$ cat config.mk
export PLATFORM = sky130hd
export DESIGN_NAME = fast_dispatch_flat
export DESIGN_NICKNAME = d
export VERILOG_FILES = /design/src/rtl/fast_pkg.sv /design/src/rtl/fast_dispatch_if.sv /design/src/rtl/fast_sync_fifo.sv /design/src/rtl/fast_dispatch.sv /design/src/flat_wrapper.sv
export SDC_FILE = /design/constraint.sdc
export NUM_CORES = 1
export LEC_CHECK = 0
export CORE_MARGIN = 5
export CORE_UTILIZATION = 40
export CTS_CLUSTER_DIAMETER = 200
export DETAILED_ROUTE_END_ITERATION = 8
export PLACE_DENSITY_LB_ADDON = 0.3
export SYNTH_ARGS = -nofsm -noshare
export SYNTH_HDL_FRONTEND = slang
export SYNTH_SLANG_ARGS = --single-unit
$ cat constraint.sdc
create_clock -name clk -period 6.9 [get_ports clk]
set_input_delay 1.035 -clock clk [delete_from_list [all_inputs] [get_ports clk]]
set_output_delay 1.035 -clock clk [all_outputs]
set_load 0.02 [all_outputs]
$ cat src/rtl/fast_pkg.sv
// Shared definitions for the dispatch front end: opcodes, register index width,
// FSM states and the instruction decoder.
package fast_pkg;

    localparam int unsigned REG_IDX_W = 6;

    localparam logic [5:0] OP_RTYPE = 6'h00;
    localparam logic [5:0] OP_BEQ   = 6'h04;
    localparam logic [5:0] OP_BNE   = 6'h05;
    localparam logic [5:0] OP_ADDI  = 6'h08;
    localparam logic [5:0] OP_LW    = 6'h23;

    typedef enum logic {StRun, StRecover} state_e;

    typedef struct packed {
        logic [REG_IDX_W-1:0] src1;
        logic [REG_IDX_W-1:0] src2;
        logic [REG_IDX_W-1:0] dest;
        logic                 is_branch;
        logic                 is_load;
        logic                 writer;
    } dec_t;

    function automatic dec_t decode(input logic [31:0] instr);
        dec_t                 d;
        logic [5:0]           op;
        logic [REG_IDX_W-1:0] rs;
        logic [REG_IDX_W-1:0] rt;
        logic [REG_IDX_W-1:0] rd;
        op          = instr[31:26];
        rs          = {1'b0, instr[25:21]};
        rt          = {1'b0, instr[20:16]};
        rd          = {1'b0, instr[15:11]};
        d.src1      = rs;
        d.src2      = rs;
        d.dest      = rt;
        d.is_branch = 1'b0;
        d.is_load   = (op == OP_LW);
        case (op)
            OP_RTYPE: begin
                d.src2 = rt;
                d.dest = rd;
            end
            OP_BEQ, OP_BNE: begin
                d.src2      = rt;
                d.dest      = '0;
                d.is_branch = 1'b1;
            end
            default: ;
        endcase
        // Loads never get a writeback from the core, so they must not mark pending.
        d.writer = ((op == OP_RTYPE) || (op == OP_ADDI)) && (d.dest != '0);
        return d;
    endfunction

endpackage

$ cat src/rtl/fast_dispatch_if.sv
// Fetch, core-issue and core-feedback signals of the dispatch block.
// master = dispatch block, slave = fetch unit plus fast_core.
interface fast_dispatch_if;

    logic [31:0]                    fetch_instr;
    logic                           fetch_pred_taken;
    logic                           fetch_valid;
    logic                           fetch_ready;
    logic [31:0]                    instr_in;
    logic                           instr_valid;
    logic [fast_pkg::REG_IDX_W-1:0] src1_index;
    logic [fast_pkg::REG_IDX_W-1:0] src2_index;
    logic [fast_pkg::REG_IDX_W-1:0] dest_index;
    logic                           src1_valid;
    logic                           src2_valid;
    logic                           is_branch;
    logic                           is_load;
    logic                           result_valid;
    logic [fast_pkg::REG_IDX_W-1:0] result_index;
    logic                           branch_resolved;
    logic                           branch_taken;
    logic                           recovery_trigger;
    logic [15:0]                    mispredict_count;

    modport master (
        input  fetch_instr, fetch_pred_taken, fetch_valid, result_valid, result_index,
               branch_resolved, branch_taken,
        output fetch_ready, instr_in, instr_valid, src1_index, src2_index, dest_index,
               src1_valid, src2_valid, is_branch, is_load, recovery_trigger, mispredict_count
    );

    modport slave (
        output fetch_instr, fetch_pred_taken, fetch_valid, result_valid, result_index,
               branch_resolved, branch_taken,
        input  fetch_ready, instr_in, instr_valid, src1_index, src2_index, dest_index,
               src1_valid, src2_valid, is_branch, is_load, recovery_trigger, mispredict_count
    );

endinterface

$ cat src/rtl/fast_sync_fifo.sv
// Synchronous FIFO with occupancy count and synchronous flush; push when full
// and pop when empty are ignored.
module fast_sync_fifo #(
    parameter int unsigned Width = 8,
    parameter int unsigned Depth = 8
) (
    input  logic                       clk,
    input  logic                       rst_n,
    input  logic                       flush_i,
    input  logic                       push_i,
    input  logic [Width-1:0]           wdata_i,
    input  logic                       pop_i,
    output logic [Width-1:0]           rdata_o,
    output logic [$clog2(Depth+1)-1:0] count_o
);

    localparam int unsigned PtrW = (Depth > 1) ? $clog2(Depth) : 1;
    localparam int unsigned CntW = $clog2(Depth + 1);

    logic [Width-1:0] mem_q [Depth];
    logic [PtrW-1:0]  wr_ptr_q, wr_ptr_d, rd_ptr_q, rd_ptr_d;
    logic [CntW-1:0]  count_q, count_d;
    logic             push_ok, pop_ok;

    function automatic logic [PtrW-1:0] next_ptr(input logic [PtrW-1:0] p);
        return (p == PtrW'(Depth - 1)) ? '0 : p + 1'b1;
    endfunction

    assign push_ok = push_i && (count_q != CntW'(Depth));
    assign pop_ok  = pop_i && (count_q != '0);

    always_comb begin
        wr_ptr_d = push_ok ? next_ptr(wr_ptr_q) : wr_ptr_q;
        rd_ptr_d = pop_ok ? next_ptr(rd_ptr_q) : rd_ptr_q;
        count_d  = count_q + CntW'(push_ok) - CntW'(pop_ok);
        if (flush_i) begin
            wr_ptr_d = '0;
            rd_ptr_d = '0;
            count_d  = '0;
        end
    end

    always_ff @(posedge clk or negedge rst_n) begin
        if (!rst_n) begin
            wr_ptr_q <= '0;
            rd_ptr_q <= '0;
            count_q  <= '0;
        end else begin
            wr_ptr_q <= wr_ptr_d;
            rd_ptr_q <= rd_ptr_d;
            count_q  <= count_d;
        end
    end

    always_ff @(posedge clk) begin
        if (push_ok && !flush_i) begin
            mem_q[wr_ptr_q] <= wdata_i;
        end
    end

    assign rdata_o = mem_q[rd_ptr_q];
    assign count_o = count_q;

endmodule

$ cat src/rtl/fast_dispatch.sv
// In-order dispatch front end for fast_core: instruction queue, scoreboard
// interlock, branch prediction tracking and mispredict recovery.
module fast_dispatch
    import fast_pkg::*;
#(
    parameter int unsigned DEPTH  = 8,
    parameter int unsigned MAX_BR = 4
) (
    input logic            clk,
    input logic            rst_n,
    fast_dispatch_if.master bus
);

    localparam int unsigned QCntW = $clog2(DEPTH + 1);
    localparam int unsigned BCntW = $clog2(MAX_BR + 1);
    localparam int unsigned NRegs = 1 << REG_IDX_W;

    state_e             state_q, state_d;
    logic               init_q;
    logic               recover, fetch_ready;
    logic [QCntW-1:0]   q_count;
    logic [32:0]        q_rdata;
    logic               q_full, q_empty, q_push;
    logic [BCntW-1:0]   br_count;
    logic               br_rdata, br_full, br_empty, br_push, br_pop, mispredict;
    dec_t               head;
    logic               src1_rdy, src2_rdy, dispatch;
    logic [NRegs-1:0]   pending_q, pending_d;
    logic [31:0]        instr_q;
    logic [REG_IDX_W-1:0] src1_q, src2_q, dest_q;
    logic               is_branch_q, is_load_q, instr_valid_q, src_valid_q;
    logic [15:0]        mcount_q;

    assign q_full   = (q_count == QCntW'(DEPTH));
    assign q_empty  = (q_count == '0);
    assign br_full  = (br_count == BCntW'(MAX_BR));
    assign br_empty = (br_count == '0);
    assign q_push   = bus.fetch_valid && fetch_ready;
    assign head     = decode(q_rdata[31:0]);

    // A writeback in the same cycle counts as ready.
    assign src1_rdy = !pending_q[head.src1] ||
                      (bus.result_valid && (bus.result_index == head.src1));
    assign src2_rdy = !pending_q[head.src2] ||
                      (bus.result_valid && (bus.result_index == head.src2));
    assign dispatch = (state_q == StRun) && !q_empty && src1_rdy && src2_rdy &&
                      (!head.is_branch || !br_full);

    assign br_push    = dispatch && head.is_branch;
    assign br_pop     = (state_q == StRun) && bus.branch_resolved && !br_empty;
    assign mispredict = br_pop && (br_rdata != bus.branch_taken);

    fast_sync_fifo #(.Width(33), .Depth(DEPTH)) u_queue (
        .clk     (clk),
        .rst_n   (rst_n),
        .flush_i (recover),
        .push_i  (q_push),
        .wdata_i ({bus.fetch_pred_taken, bus.fetch_instr}),
        .pop_i   (dispatch),
        .rdata_o (q_rdata),
        .count_o (q_count)
    );

    fast_sync_fifo #(.Width(1), .Depth(MAX_BR)) u_tracker (
        .clk     (clk),
        .rst_n   (rst_n),
        .flush_i (recover),
        .push_i  (br_push),
        .wdata_i (q_rdata[32]),
        .pop_i   (br_pop),
        .rdata_o (br_rdata),
        .count_o (br_count)
    );

    always_ff @(posedge clk or negedge rst_n) begin
        if (!rst_n) begin
            state_q <= StRun;
            init_q  <= 1'b0;
        end else begin
            state_q <= state_d;
            init_q  <= 1'b1;
        end
    end

    always_comb begin
        state_d = state_q;
        unique case (state_q)
            StRun:     if (mispredict) state_d = StRecover;
            StRecover: state_d = StRun;
        endcase
    end

    // init_q keeps fetch_ready low until the first edge after reset release.
    always_comb begin
        recover     = (state_q == StRecover);
        fetch_ready = init_q && (state_q == StRun) && !q_full;
    end

    // A set from dispatch overrides a clear from a same-cycle writeback.
    always_comb begin
        pending_d = pending_q;
        if (bus.result_valid) pending_d[bus.result_index] = 1'b0;
        if (dispatch && head.writer) pending_d[head.dest] = 1'b1;
        if (recover) pending_d = '0;
    end

    always_ff @(posedge clk or negedge rst_n) begin
        if (!rst_n) begin
            pending_q     <= '0;
            instr_q       <= '0;
            src1_q        <= '0;
            src2_q        <= '0;
            dest_q        <= '0;
            is_branch_q   <= 1'b0;
            is_load_q     <= 1'b0;
            instr_valid_q <= 1'b0;
            src_valid_q   <= 1'b0;
            mcount_q      <= '0;
        end else begin
            pending_q     <= pending_d;
            instr_valid_q <= dispatch;
            src_valid_q   <= dispatch;
            if (dispatch) begin
                instr_q     <= q_rdata[31:0];
                src1_q      <= head.src1;
                src2_q      <= head.src2;
                dest_q      <= head.dest;
                is_branch_q <= head.is_branch;
                is_load_q   <= head.is_load;
            end
            if (recover && (mcount_q != 16'hFFFF)) mcount_q <= mcount_q + 16'd1;
        end
    end

    assign bus.fetch_ready      = fetch_ready;
    assign bus.instr_in         = instr_q;
    assign bus.instr_valid      = instr_valid_q;
    assign bus.src1_index       = src1_q;
    assign bus.src2_index       = src2_q;
    assign bus.dest_index       = dest_q;
    assign bus.src1_valid       = src_valid_q;
    assign bus.src2_valid       = src_valid_q;
    assign bus.is_branch        = is_branch_q;
    assign bus.is_load          = is_load_q;
    assign bus.recovery_trigger = recover;
    assign bus.mispredict_count = mcount_q;

endmodule

$ cat src/flat_wrapper.sv
// flat-port wrapper written by rule: the top's interface ports become plain ports
module fast_dispatch_flat import fast_pkg::*;
#(
    parameter int unsigned DEPTH  = 8,
    parameter int unsigned MAX_BR = 4
)
  (clk, rst_n, bus_fetch_instr, bus_fetch_pred_taken, bus_fetch_valid, bus_result_valid, bus_result_index, bus_branch_resolved, bus_branch_taken, bus_fetch_ready, bus_instr_in, bus_instr_valid, bus_src1_index, bus_src2_index, bus_dest_index, bus_src1_valid, bus_src2_valid, bus_is_branch, bus_is_load, bus_recovery_trigger, bus_mispredict_count);
  fast_dispatch_if bus_i ();
  input logic clk;
  input logic rst_n;
  input wire logic [$bits(bus_i.fetch_instr)-1:0] bus_fetch_instr;
  input wire logic [$bits(bus_i.fetch_pred_taken)-1:0] bus_fetch_pred_taken;
  input wire logic [$bits(bus_i.fetch_valid)-1:0] bus_fetch_valid;
  input wire logic [$bits(bus_i.result_valid)-1:0] bus_result_valid;
  input wire logic [$bits(bus_i.result_index)-1:0] bus_result_index;
  input wire logic [$bits(bus_i.branch_resolved)-1:0] bus_branch_resolved;
  input wire logic [$bits(bus_i.branch_taken)-1:0] bus_branch_taken;
  output wire logic [$bits(bus_i.fetch_ready)-1:0] bus_fetch_ready;
  output wire logic [$bits(bus_i.instr_in)-1:0] bus_instr_in;
  output wire logic [$bits(bus_i.instr_valid)-1:0] bus_instr_valid;
  output wire logic [$bits(bus_i.src1_index)-1:0] bus_src1_index;
  output wire logic [$bits(bus_i.src2_index)-1:0] bus_src2_index;
  output wire logic [$bits(bus_i.dest_index)-1:0] bus_dest_index;
  output wire logic [$bits(bus_i.src1_valid)-1:0] bus_src1_valid;
  output wire logic [$bits(bus_i.src2_valid)-1:0] bus_src2_valid;
  output wire logic [$bits(bus_i.is_branch)-1:0] bus_is_branch;
  output wire logic [$bits(bus_i.is_load)-1:0] bus_is_load;
  output wire logic [$bits(bus_i.recovery_trigger)-1:0] bus_recovery_trigger;
  output wire logic [$bits(bus_i.mispredict_count)-1:0] bus_mispredict_count;
  assign bus_i.fetch_instr = bus_fetch_instr;
  assign bus_i.fetch_pred_taken = bus_fetch_pred_taken;
  assign bus_i.fetch_valid = bus_fetch_valid;
  assign bus_i.result_valid = bus_result_valid;
  assign bus_i.result_index = bus_result_index;
  assign bus_i.branch_resolved = bus_branch_resolved;
  assign bus_i.branch_taken = bus_branch_taken;
  assign bus_fetch_ready = bus_i.fetch_ready;
  assign bus_instr_in = bus_i.instr_in;
  assign bus_instr_valid = bus_i.instr_valid;
  assign bus_src1_index = bus_i.src1_index;
  assign bus_src2_index = bus_i.src2_index;
  assign bus_dest_index = bus_i.dest_index;
  assign bus_src1_valid = bus_i.src1_valid;
  assign bus_src2_valid = bus_i.src2_valid;
  assign bus_is_branch = bus_i.is_branch;
  assign bus_is_load = bus_i.is_load;
  assign bus_recovery_trigger = bus_i.recovery_trigger;
  assign bus_mispredict_count = bus_i.mispredict_count;
  fast_dispatch #(.DEPTH(DEPTH), .MAX_BR(MAX_BR)) u_core (.clk(clk), .rst_n(rst_n), .bus(bus_i));
endmodule
==> impl_metrics.json <==
{
  "grt_overflow": 0,
  "die_x_um": 214,
  "rows": 74,
  "first_pass_iters": 5,
  "cts_tree": "yes",
  "core_um2": 41000,
  "clockBufferDepth": 3,
  "async_flop_share": 0.295,
  "syn_area_per_cell_um2": 16.3,
  "cts_buffers": 40,
  "dp_hpwl_mm": 24.5,
  "leakagePower_nw": 7.01,
  "setup-tns-final_ns": 0,
  "cp_common_cell": "inv_1",
  "tightest_slew_ns": 0.941,
  "synth.cell_area_um2": 16600,
  "grt_pass1_wl_mm": 60.3,
  "postCtsHoldBufs": 0,
  "crit_path_top_delay_cell": "dfrtp_4",
  "synth_cells": 1022,
  "synth_edf_count": 268,
  "yosysWarnings": 0,
  "synth_compound_gate_area_share": 0.0506,
  "required_ns": 7.31,
  "synth_flop_cell": "edfxtp_1",
  "rsz0062_at_grt": "no",
  "critical_path_class": "reg -> reg",
  "grt_usage": 0.168,
  "cp_cell_sequence": "mux4_2 -> mux2_2 -> nor2b_1 -> nor3_2 -> nor2_2 -> mux2i_1 -> a221o_1 -> o21ai_1 -> a211oi_2 -> inv_1 -> ha_1 -> inv_1 -> ha_1 -> inv_1 -> fa_1 -> xnor2_1 -> nor2_1",
  "grt.met1_usage": 0.227,
  "synthSimpleGateAreaFrac": 0.0627,
  "max_freq_mhz": 176,
  "htreeDepth": 2,
  "cts.sinks": 380,
  "seq_power_share": 0.335,
  "outcome": "finished, final reports clean",
  "routed_wl_mm": 39.0,
  "max_cap_viol_count": 0,
  "grtUsageMet2": 0.284,
  "drcViolationCount": 0,
  "fin_skew_ns": 0.0181,
  "setup_viol": 0,
  "p_sw_mw": 3.37,
  "relSlewSlack": 0.372,
  "first_global_vias": 9820,
  "slew_viol_final": 0,
  "grt.busiest_layer": "met2",
  "ys_ff_latch": 380,
  "ys_seq_area_frac": 0.652,
  "ir_worst_vdd_mv": 0.536,
  "ff2ff_path_depth": 17,
  "fin_crit_sh": 0.825,
  "synth_xor_area_frac": 0.0137,
  "hold_class": "reg -> reg",
  "io_pins": 118,
  "ys_types": 77,
  "grt_max_degree": 60,
  "die_h_um": 214,
  "drive_gt1_frac": 0.188,
  "p_int_mw": 5.84,
  "holdPathStages": 1,
  "start_util": 0.406,
  "hold_viol_final": 0,
  "antenna_found_initial": 2,
  "whs_ns": 0.482,
  "combPwrFrac": 0.432,
  "cts_root_buf": "clkbuf_16",
  "period_minus_slack_ns": 5.69,
  "final.fill_count": 3517,
  "synthMuxAreaShare": 0.175,
  "synth_top_family_by_area": "multiplexers",
  "wire_per_inst_um": 22.8,
  "nets": 1209,
  "clk_latency_ns": 0.55,
  "max_stage_delay_ns": 0.78,
  "cts_resized": 0,
  "dieArea_um2": 45800,
  "cp-start-kind": "register",
  "cp_max_fo": 30,
  "p_clk_frac": 0.232,
  "gp_congestion": 0.905,
  "endpoint_kind": "register",
  "initialDrtViolationCount": 711,
  "viasPerCell": 5.51,
  "vias": 9415,
  "sw_frac_of_total": 0.366,
  "area_growth_syn_to_layout_pct": 18.0,
  "clk_pin_slew_worst_paths_ns": 0.06,
  "antenna_left": 0,
  "cts_setup_buffers": 0,
  "synth_fa_ha_area_frac": 0.0159,
  "arrival_ns": 6.10,
  "portBuffers": 114,
  "power_density_nw_per_um2": 469,
  "gr-usage-met3": 0.0326
}
[cell type report]
type / count / area [µm²] / share of cell area
well taps: 532 / 666 / 0.0339
inverters: 39 / 146 / 0.00745
clock inverters: 25 / 259 / 0.0132
multi-input cells: 549 / 5360 / 0.273
clock buffers: 49 / 1060 / 0.0538
repair buffers: 134 / 1300 / 0.0662
diodes: 1 / 2.50 / 0.000127
flip-flops and latches: 380 / 10900 / 0.553
[flip-flops by register name (all words and copies together), names as in the netlist, 2 cells and up]
register / count
u_core.u_queue.count_o: 4
u_core.u_tracker.count_o: 3
u_core.u_queue.rd_ptr_q: 3
u_core.bus.mispredict_count: 16
u_core.u_tracker.wr_ptr_q: 2
u_core.bus.src2_index: 5
u_core.u_tracker.mem_q: 4
u_core.pending_q: 32
u_core.bus.dest_index: 5
u_core.bus.instr_in: 32
u_core.u_queue.mem_q: 264
u_core.u_queue.wr_ptr_q: 3
u_core.u_tracker.rd_ptr_q: 2
[worst max-delay path: cells and delay by family, from the launching register on]
| family | cells | cell delay (ns) |
|---|---|---|
| multiplexers | 3 | 1.25 |
| flip-flops | 1 | 0.78 |
| XOR/XNOR | 1 | 0.17 |
| AO/OA/AOI/OAI | 3 | 0.99 |
| buffers and inverters | 3 | 0.20 |
| adder cells (fa/ha/maj) | 3 | 0.80 |
| AND/OR/NAND/NOR | 4 | 1.34 |
[cell usage after synthesis (17+ instances only)]
cell | n | area [µm²]
ha_1 | 18 | 225
dfrtp_1 | 112 | 2800
mux2_2 | 31 | 349
mux2i_1 | 44 | 440
inv_1 | 36 | 135
nor2_1 | 40 | 150
nand2_1 | 46 | 173
mux4_2 | 69 | 1550
clkbuf_1 | 17 | 63.8
o31ai_1 | 24 | 180
edfxtp_1 | 268 | 8050
buf_4 | 17 | 128
xnor2_1 | 19 | 166
mux2_1 | 35 | 394
nand3_1 | 28 | 140
nor3_1 | 19 | 95.1
[layout by cell type, fill, tap and decap left out, types with 7 or more instances in the layout]
cell type        netlist  layout
edfxtp_1             268     268
clkdlybuf4s50_1        0     113
dfrtp_1              112     109
mux4_2                69      69
nand2_1               46      46
mux2i_1               44      44
clkbuf_16              0      41
nor2_1                40      37
inv_1                 36      36
mux2_1                35      35
mux2_2                31      31
nand3_1               28      28
o31ai_1               24      24
buf_4                 17      20
xnor2_1               19      19
ha_1                  18      18
and2_1                16      16
nor3_1                19      15
o211ai_1              12      12
a21oi_1               11      11
nand2b_1              10      10
nor2b_1                9       9
clkinv_1               0       9
o21ai_0                8       8
nand4_1                8       8
clkbuf_1              17       8
xor2_1                 7       7
a211oi_1               7       7
and3_1                 7       7
clkinv_2               0       7
[final timing paths]
path / from / to / slack (ns)
max: u_core.u_queue.rd_ptr_q[0]$_DFFE_PN0P_ / u_core.u_tracker.count_o[2]$_DFF_PN0_ / 1.21
min: u_core.bus.instr_in[13]$_DFFE_PN0N_ / u_core.bus.instr_in[13]$_DFFE_PN0N_ / 0.48
max reg2reg: u_core.u_queue.rd_ptr_q[0]$_DFFE_PN0P_ / u_core.u_tracker.count_o[2]$_DFF_PN0_ / 1.21
min reg2reg: u_core.bus.instr_in[13]$_DFFE_PN0N_ / u_core.bus.instr_in[13]$_DFFE_PN0N_ / 0.48
max in group asynchronous: rst_n / u_core.bus.instr_in[4]$_DFFE_PN0N_ / 5.05
min in group asynchronous: rst_n / u_core.bus.instr_in[23]$_DFFE_PN0N_ / 0.55
[metal layers]
metal / part of all wire / vias up
met5: 0.00069 / -
met3: 0.058 / 63
met4: 0.021 / 4
met2: 0.49 / 303
met1: 0.43 / 4853
li1: - / 4192
[kinds of logic (layout without fill, tap and decap cells)]
logic type,count (synthesis),after routing
adder cells (fa/ha/maj),20,20
buffers and inverters,95,247
AO/OA/AOI/OAI,106,106
flip-flops,380,380
other,2,5
multiplexers,188,188
AND/OR/NAND/NOR,205,205
XOR/XNOR,26,26
[stage by stage]
step / utilization / power [mW] / setup WS (ns) / cells / area [µm²]
floorplan: - / 6.06 / 1.88 / 1024 / 16600
global placement: 0.447 / 7.11 / 1.31 / 1634 / 18300
detailed placement: 0.447 / 7.18 / 1.22 / 1634 / 18300
CTS: 0.479 / 9.34 / 1.19 / 1708 / 19600
global route: 0.479 / 9.76 / 0.734 / 1708 / 19600
finish: 0.479 / 9.21 / 1.21 / 1709 / 19600
[power by group through the flow]
stage / Sequential, mW / Combinational (mW) / Clock [mW]
after detailed placement: 3.14 / 4.04 / 0
after floorplan: 3.17 / 2.90 / 0
after CTS: 3.10 / 4.05 / 2.20
after global placement: 3.13 / 3.98 / 0
after global routing: 3.13 / 4.33 / 2.30
final: 3.09 / 3.98 / 2.14
Power figures use the tool's default switching activity.
